===== src/rtl/hb_target_lite.sv =====
// HyperBus target for loopback and bring-up: an oversampled CK/CS#/RWDS/DQ front end, a word memory and a read-only ID register.
// Optional build macro HB_TARGET_2X_LATENCY_EN: RWDS is driven high during CA and the initial latency is doubled.
module hb_target_lite #(
  parameter int          ADDR_W     = 6,
  parameter int          LAT_CYCLES = 6,
  parameter logic [15:0] ID_VALUE   = 16'h0C81
) (
  input  logic       wb_clk_i,
  input  logic       wb_rst_i,
  input  logic       hb_rstn_i,
  input  logic       hb_csn_i,
  input  logic       hb_clk_i,
  input  logic       hb_rwds_i,
  output logic       hb_rwds_o,
  output logic       hb_rwds_oen,
  input  logic [7:0] hb_dq_i,
  output logic [7:0] hb_dq_o,
  output logic [7:0] hb_dq_oen,
  output logic [2:0] dbg_state
);

  // Bus protocol: when CS# is low, each CK edge (rise or fall) carries one
  // byte on DQ. The master qualifies write bytes with RWDS (high = masked).
  // On reads the target drives DQ and toggles RWDS one cycle after each
  // byte appears, so RWDS changes always mark a stable byte.

`ifdef HB_TARGET_2X_LATENCY_EN
  localparam int   LAT_EDGES = 4 * LAT_CYCLES;
  localparam logic CA_RWDS   = 1'b1;
`else
  localparam int   LAT_EDGES = 2 * LAT_CYCLES;
  localparam logic CA_RWDS   = 1'b0;
`endif

  localparam logic [7:0]        LAT_LAST = 8'(LAT_EDGES - 1);
  localparam logic [ADDR_W-1:0] LOW_MASK = ADDR_W'(15);

  typedef enum logic [2:0] {
    S_IDLE  = 3'd0,
    S_CA    = 3'd1,
    S_LAT   = 3'd2,
    S_WDATA = 3'd3,
    S_RDATA = 3'd4,
    S_REGW  = 3'd5
  } state_t;

  state_t state, state_n;

  logic [1:0] csn_sr, ck_sr, rwds_sr, rstn_sr;
  logic [7:0] dq_sr0, dq_sr1;
  logic       ck_prev;

  logic       csn_s, ck_s, rwds_s, rstn_s, rst_all, ck_edge;
  logic [7:0] dq_s;

  logic [39:0]       ca;
  logic [47:0]       ca_next;
  logic [ADDR_W-1:0] ca_addr;
  logic [7:0]        cnt;
  logic              is_rd, is_reg, is_lin;
  logic [ADDR_W-1:0] addr, addr_plus, addr_inc;
  logic              phase;
  logic [7:0]        hi_byte;
  logic              hi_mask;
  logic [7:0]        dq_q;
  logic              rwds_q, tog_pend;
  logic [15:0]       rd_word;
  logic              wr_en;
  logic              unused_ca;

  logic [15:0] mem [0:(1<<ADDR_W)-1];

  // Two-flop synchronizers; every HyperBus input shares the same depth so
  // DQ/RWDS stay aligned with the CK edge that qualifies them.
  always_ff @(posedge wb_clk_i) begin
    if (wb_rst_i) begin
      csn_sr  <= 2'b11;
      ck_sr   <= 2'b00;
      rwds_sr <= 2'b00;
      rstn_sr <= 2'b00;
      dq_sr0  <= 8'h00;
      dq_sr1  <= 8'h00;
      ck_prev <= 1'b0;
    end else begin
      csn_sr  <= {csn_sr[0], hb_csn_i};
      ck_sr   <= {ck_sr[0], hb_clk_i};
      rwds_sr <= {rwds_sr[0], hb_rwds_i};
      rstn_sr <= {rstn_sr[0], hb_rstn_i};
      dq_sr0  <= hb_dq_i;
      dq_sr1  <= dq_sr0;
      ck_prev <= ck_sr[1];
    end
  end

  assign csn_s   = csn_sr[1];
  assign ck_s    = ck_sr[1];
  assign rwds_s  = rwds_sr[1];
  assign rstn_s  = rstn_sr[1];
  assign dq_s    = dq_sr1;
  assign rst_all = wb_rst_i | ~rstn_s;
  assign ck_edge = ck_s ^ ck_prev;

  assign ca_next   = {ca, dq_s};
  assign ca_addr   = {ca_next[ADDR_W+12:16], ca_next[2:0]};
  assign unused_ca = ^{ca_next[44:ADDR_W+13], ca_next[15:3]};

  assign addr_plus = addr + ADDR_W'(1);
  assign addr_inc  = is_lin ? addr_plus : ((addr & ~LOW_MASK) | (addr_plus & LOW_MASK));
  assign rd_word   = is_reg ? ID_VALUE : mem[addr];

  always_ff @(posedge wb_clk_i) begin
    if (rst_all) state <= S_IDLE;
    else         state <= state_n;
  end

  always_comb begin
    state_n = state;
    if (csn_s) begin
      state_n = S_IDLE;
    end else begin
      case (state)
        S_IDLE: state_n = S_CA;
        S_CA: begin
          if (ck_edge && cnt == 8'd5)
            state_n = (!ca_next[47] && ca_next[46]) ? S_REGW : S_LAT;
        end
        S_LAT: begin
          if (ck_edge && cnt == LAT_LAST)
            state_n = is_rd ? S_RDATA : S_WDATA;
        end
        S_WDATA, S_RDATA, S_REGW: state_n = state;
        default: state_n = S_IDLE;
      endcase
    end
  end

  always_ff @(posedge wb_clk_i) begin
    if (rst_all) begin
      ca       <= '0;
      cnt      <= 8'd0;
      is_rd    <= 1'b0;
      is_reg   <= 1'b0;
      is_lin   <= 1'b0;
      addr     <= '0;
      phase    <= 1'b0;
      hi_byte  <= 8'h00;
      hi_mask  <= 1'b0;
      dq_q     <= 8'h00;
      rwds_q   <= 1'b0;
      tog_pend <= 1'b0;
    end else begin
      tog_pend <= 1'b0;
      // RWDS trails the byte by one cycle so it marks data already stable.
      if (tog_pend) rwds_q <= ~rwds_q;
      case (state)
        S_IDLE: begin
          cnt    <= 8'd0;
          phase  <= 1'b0;
          rwds_q <= 1'b0;
          dq_q   <= 8'h00;
        end
        S_CA: begin
          if (ck_edge) begin
            ca  <= ca_next[39:0];
            cnt <= cnt + 8'd1;
            if (cnt == 8'd5) begin
              is_rd  <= ca_next[47];
              is_reg <= ca_next[46];
              is_lin <= ca_next[45];
              addr   <= ca_addr;
              cnt    <= 8'd0;
            end
          end
        end
        S_LAT: begin
          if (ck_edge) cnt <= (cnt == LAT_LAST) ? 8'd0 : cnt + 8'd1;
        end
        S_WDATA: begin
          if (ck_edge && !csn_s) begin
            if (!phase) begin
              hi_byte <= dq_s;
              hi_mask <= rwds_s;
            end else begin
              addr <= addr_inc;
            end
            phase <= ~phase;
          end
        end
        S_RDATA: begin
          if (ck_edge && !csn_s) begin
            dq_q     <= phase ? rd_word[7:0] : rd_word[15:8];
            tog_pend <= 1'b1;
            phase    <= ~phase;
            if (phase) addr <= addr_inc;
          end
        end
        S_REGW: begin
          // Two data edges are swallowed, then the block simply holds.
          if (ck_edge && cnt != 8'd2) cnt <= cnt + 8'd1;
        end
        default: cnt <= 8'd0;
      endcase
    end
  end

  // A word commits only on its second byte, so an aborted half word is lost.
  assign wr_en = (state == S_WDATA) && ck_edge && phase && !csn_s && !rst_all;

  always_ff @(posedge wb_clk_i) begin
    if (wr_en) begin
      if (!hi_mask) mem[addr][15:8] <= hi_byte;
      if (!rwds_s)  mem[addr][7:0]  <= dq_s;
    end
  end

  always_comb begin
    hb_dq_oen   = (state == S_RDATA) ? 8'h00 : 8'hFF;
    hb_rwds_oen = !((state == S_CA) || (state == S_RDATA));
    hb_rwds_o   = 1'b0;
    if (state == S_CA)         hb_rwds_o = CA_RWDS;
    else if (state == S_RDATA) hb_rwds_o = rwds_q;
  end

  assign hb_dq_o   = dq_q;
  assign dbg_state = state;

endmodule


===== config.mk =====
export PLATFORM = sky130hd
export DESIGN_NAME = hb_target_lite
export DESIGN_NICKNAME = d
export VERILOG_FILES = /design/src/rtl/hb_target_lite.sv
export SDC_FILE = /design/constraint.sdc
export NUM_CORES = 1
export LEC_CHECK = 0
export BUFFER_PORTS_ARGS = -buffer_cell sky130_fd_sc_hd__buf_2
export CAP_MARGIN = 20
export CORE_MARGIN = 2
export CORE_UTILIZATION = 55
export DETAILED_ROUTE_END_ITERATION = 12
export GPL_ROUTABILITY_DRIVEN = 0
export PLACE_DENSITY = 0.8
export SLEW_MARGIN = 20
export SYNTH_ARGS = -nofsm -noshare
export SYNTH_HDL_FRONTEND = slang
export SYNTH_SLANG_ARGS = --single-unit

===== constraint.sdc =====
create_clock -name wb_clk_i -period 3.85 [get_ports wb_clk_i]
set_clock_uncertainty 0.05 [all_clocks]
set_input_delay 0.77 -clock wb_clk_i [delete_from_list [all_inputs] [get_ports wb_clk_i]]
set_output_delay 0.77 -clock wb_clk_i [all_outputs]
set_load 0.1 [all_outputs]

* After elaboration in Yosys (flattened, before gate mapping)
Memories as Yosys holds them, arrays and structs flattened. A register that Yosys moved wholly into a read port is not among the register bits.
Cells that the tools add are included.
** Storage, ports and cells
- Register bits after elaboration :: 105
- Word-level logic and storage cells :: 115
- RAM bits :: 1024
- Memories kept :: 1
** Cells by class
- Equal/unequal tests :: 17
- Reduce and logical (&&, ||, !) cells :: 31
- Add/sub/neg operators :: 2
- Bitwise operators :: 9
- Muxes and demuxes :: 35
** Memories
- mem :: depth 64, width 16, rd ports 1, clocked after Yosys merged registers in 1, write ports 1, RTL line 71 : logic [15:0] mem [0:(1<<ADDR_W)-1];
** Operators with widths (count)
- $mux W8 :: 8
- $mux W6 :: 7
- $pmux W8 S4 :: 1
- $mux W16 :: 1
- $pmux W8 S2 :: 1
- $ne A2 B2 Y1 const B :: 7
- $mux W3 :: 4
- $pmux W3 S4 :: 1
- $pmux W6 S2 :: 1
- $mux W1 :: 10
- $logic_and A1 B1 Y1 :: 9
- $reduce_and A3 Y1 :: 3
- $add A8 B1 Y8 const B :: 1
- $eq A8 B3 Y1 const B :: 1
- $eq A8 B4 Y1 const B :: 1
- $ne A8 B2 Y1 const B :: 1
- $reduce_or A2 Y1 :: 4
- $add A6 B1 Y6 const B :: 1
- $eq A3 B2 Y1 const B :: 2
- $eq A3 B3 Y1 const B :: 2
- $not A1 Y1 :: 6
- $or A6 B4 Y6 :: 1
- $reduce_and A2 Y1 :: 3
- $reduce_bool A2 Y1 :: 3
- 11 further kinds :: 15

* Logic depth before layout (Yosys ltp)
- Depth in word-level cells :: 8
- Mapped depth :: 11
- Gate-level depth less buffers :: 8

* Worst setup path before layout
Ideal clock, no wire load.
- Kind :: reg-to-output
- Start point :: reg state[0], in the netlist dbg_state[0]
- End point :: out hb_rwds_oen
- Setup slack :: -0.499 ns
- Cell stages (with the launch flop) :: 4
- Buffers on the path :: 1
- Data arrival time :: 3.529 ns
- Cell sequence :: dfxtp_1 > clkbuf_1 > nor2b_1 > o21ai_0
** Between the ends
- Longest elaborated chain between the ends :: 3
** Ends and longest elaborated chain
- from (decl) :: RTL line 47 : state_t state, state_n;
- from (signal assigned) :: RTL line 113 : else state <= state_n;
- $eq A3 B1 Y1 / $eq A3 B3 Y1 (equally long branches) :: RTL line 218 : hb_rwds_oen = !((state == S_CA) || (state == S_RDATA));
- $logic_or A1 B1 Y1 (*) :: RTL line 218
- $logic_not A1 Y1 (*) :: RTL line 218
- to (decl) :: RTL line 15 : output logic hb_rwds_oen,
Mark *: on every way between the ends. The rest lies on a longest branch, timed or not.

==> impl_results.md <==
* Sequential power share at 0.562
* Critical path endpoint category: flop
* Rows at 103
* Predominant post-synthesis flop cell: edfxtp_1
* Mapped Area at 43700 sq um
* # resized after CTS at 0
* Most flops, register: mem
* Post-route cell area at 49900 sq um
* Total die area at 81800 sq um
* Post-Syn Area per Cell at 18.2 sq um
* Max Clk Rate at 281 MHz
* Vias in the first global route at 24873
* R2r setup slk at 0.29 ns
* Port Buffers at 34
* Routed vias/inst at 6.57
* Min Tclk post-route at 3.56 ns
* Hold buffers post-CTS at 0
* Core box area at 78900 sq um
* Largest net degree at the start of global routing at 58
* Yosys warnings at 0
* CTS Buf Count at 105
* Critical path class: flop to flop
* Clk sink count at 1116
* Async SR Flop Fraction at 0
* H-tree levels at 3
* Power share of the clock group at 0.435
* CTS tree: yes
* Unrepaired setup endpoints after global routing: false
* Distinct cells, synth at 73
* Fin. max-slew vios at 0
* GRT Overall Usage at 0.280
* WHS at 0.219 ns
* Hpwl dp at 72100 um
* Final period util at 0.924
* Register area share after synthesis at 0.745
* Nets@finish at 2677
* CP startpoint kind: flop
* Cell Int Power at 18.9 mW
* Routed wire length at 113000 um
* WP data required at 4.36 ns
* Static Leakage at 15.9 nW
* Area Growth Syn to Fin at 14.1%
* Worst min-delay path class: input port to flop
* Sw power at 4.53 mW
* Setup TNS at 0 ns
* Die W at 286 um
* Syn_nets at 2421
* Headroom to the max-slew limit at 0.220
* Final hold violation count at 0
* DRC viols at 0
* Max cap viols at 0
* Final worst slack at 0.291 ns
* Pwr Density at 469 nW/um^2
* Post-DP Area at 46500 sq um
* Cells after Synth at 2403
* Maximum vdd drop at 364 uV
* First-pass GRT wire length at 166000 um
* CP Max Fanout at 33
* Switching Fraction at 0.194
* Top Registers: mem: 1024 flops, ca: 21 flops
* Die height at 286 um
* CTS root buffer: clkbuf_16
* Logic pwr share at 0.003
* Post-route ant nets at 0
* DR vias at 24952
* DR iter-0 viols at 3558
* Post-synth EDFFs at 1024
* CTS clock-pin slew for the worst setup and hold paths at 0.07 ns
* DR WL/cell at 29.8 um
* DRT Pass-1 Iters at 6
* FF+latch count, synth at 1116
* # IOs at 35
* Layout cells sized above 1 at 0.252
* Initial Utilization at 0.555
* Worst slew pin tran at 1.16 ns
* Final setup viols at 0
* Initial antenna violation count at 5
* Commonest non-fill, non-tap cell in the layout: edfxtp_1
* Pre-CTS WS at 0.545 ns
* Later-pin clock latency in the skew report at 0.68 ns
* Post-CTS Setup Inserts at 0
* GR Overflow Total at 0
* Commonest cells after routing, fill and taps aside: 1024 x edfxtp_1, 257 x buf_4, 189 x nor2_1, 187 x mux4_2, 171 x mux2i_1
* Status: finished clean
* Number of flip-flops in the largest register at 1024
* Critical Path AT at 4.07 ns
* Maximum buffer depth of the clock tree at 3
==> power by group through the flow <==
stage          Sequential (mW)  Clock, mW  Combinational, mW
6_report                  13.1       10.2             0.0729
5_1_grt                   13.1       10.7             0.0770
4_1_cts                   13.2       10.2             0.0707
3_5_place_dp              13.4          0             0.0704
3_3_place_gp              13.4          0             0.0668
2_1_floorplan             13.4          0             0.0212
==> per-layer routing <==
layer	vias up	share of wire	global-route usage	routed length [um]
met5	-	0.00064	0	72
met4	12	0.055	0.142	6290
met3	396	0.13	0.0637	14400
met2	1921	0.46	0.434	52500
met1	12490	0.35	0.377	40100
li1	10133	-	-	-
==> cell type report <==
cell class	count	area, sq um
fillers	5153	28900
well taps	1050	1310
clock inverters	65	613
diodes	1	2.50
multi-input cells	1127	10300
repair buffers	299	2260
flip-flops and latches	1116	32600
inverters	10	37.5
clock buffers	132	2790
==> synthesized netlist by cell type (11+ instances only) <==
library cell | number | area share
nand2_1 | 119 | 0.010
o22ai_1 | 24 | 0.0034
o21ai_0 | 16 | 0.0018
nor2_1 | 189 | 0.016
nor4_1 | 14 | 0.0020
nor2b_1 | 39 | 0.0056
a22oi_1 | 25 | 0.0043
mux4_2 | 187 | 0.096
buf_2 | 23 | 0.0026
edfxtp_1 | 1024 | 0.70
o221ai_1 | 32 | 0.0064
buf_4 | 27 | 0.0046
mux2i_1 | 171 | 0.039
a21oi_1 | 61 | 0.0070
nor3_1 | 32 | 0.0037
buf_6 | 19 | 0.0049
a211oi_1 | 22 | 0.0038
nand2b_1 | 11 | 0.0016
buf_1 | 12 | 0.0010
clkbuf_1 | 68 | 0.0058
mux2_2 | 11 | 0.0028
dfxtp_1 | 92 | 0.042
nand3_1 | 17 | 0.0019
and2_1 | 15 | 0.0021
==> worst paths after layout <==
path / startpoint / endpoint / cells past startpoint
max reg2reg: flop / hb_dq_o[0]$_SDFFE_PP0P_ / 8
min: hb_csn_i / csn_sr[0]$_SDFF_PP1_ / 2
min reg2reg: csn_sr[0]$_SDFF_PP1_ / csn_sr[1]$_SDFF_PP1_ / 1
max: flop / hb_dq_o[0]$_SDFFE_PP0P_ / 8
==> through the flow <==
| stage | power [mW] | instances | util |
|---|---|---|---|
| 6_report | 23.4 | 3800 | 0.633 |
| 5_1_grt | 23.9 | 3799 | 0.633 |
| 4_1_cts | 23.5 | 3799 | 0.633 |
| 3_5_place_dp | 13.5 | 3602 | 0.590 |
| 3_3_place_gp | 13.5 | 3602 | 0.590 |
| 2_1_floorplan | 13.4 | 2403 | - |
==> cells by family (layout without fill, tap and decap cells) <==
kind of cell,after synthesis,after routing,synth area share
xor+xnor,10,10,0.00200
simple gates,485,485,0.0518
mux,369,369,0.138
fa+ha+maj,4,4,0.00114
compound gates,259,259,0.0417
buf+inv,160,506,0.0202
flops,1116,1116,0.745
other cells,0,1,0
==> critical path: stages (launching register included) <==
cell and delay, ns:
dfxtp_4 0.75, buf_12 0.31, mux4_2 0.33, and2_1 0.20
a2111oi_0 0.93, buf_4 0.26, nor4_1 0.05, o21ai_0 0.33
a31oi_1 0.17
Note: power is estimated with default switching activity, not from simulation.
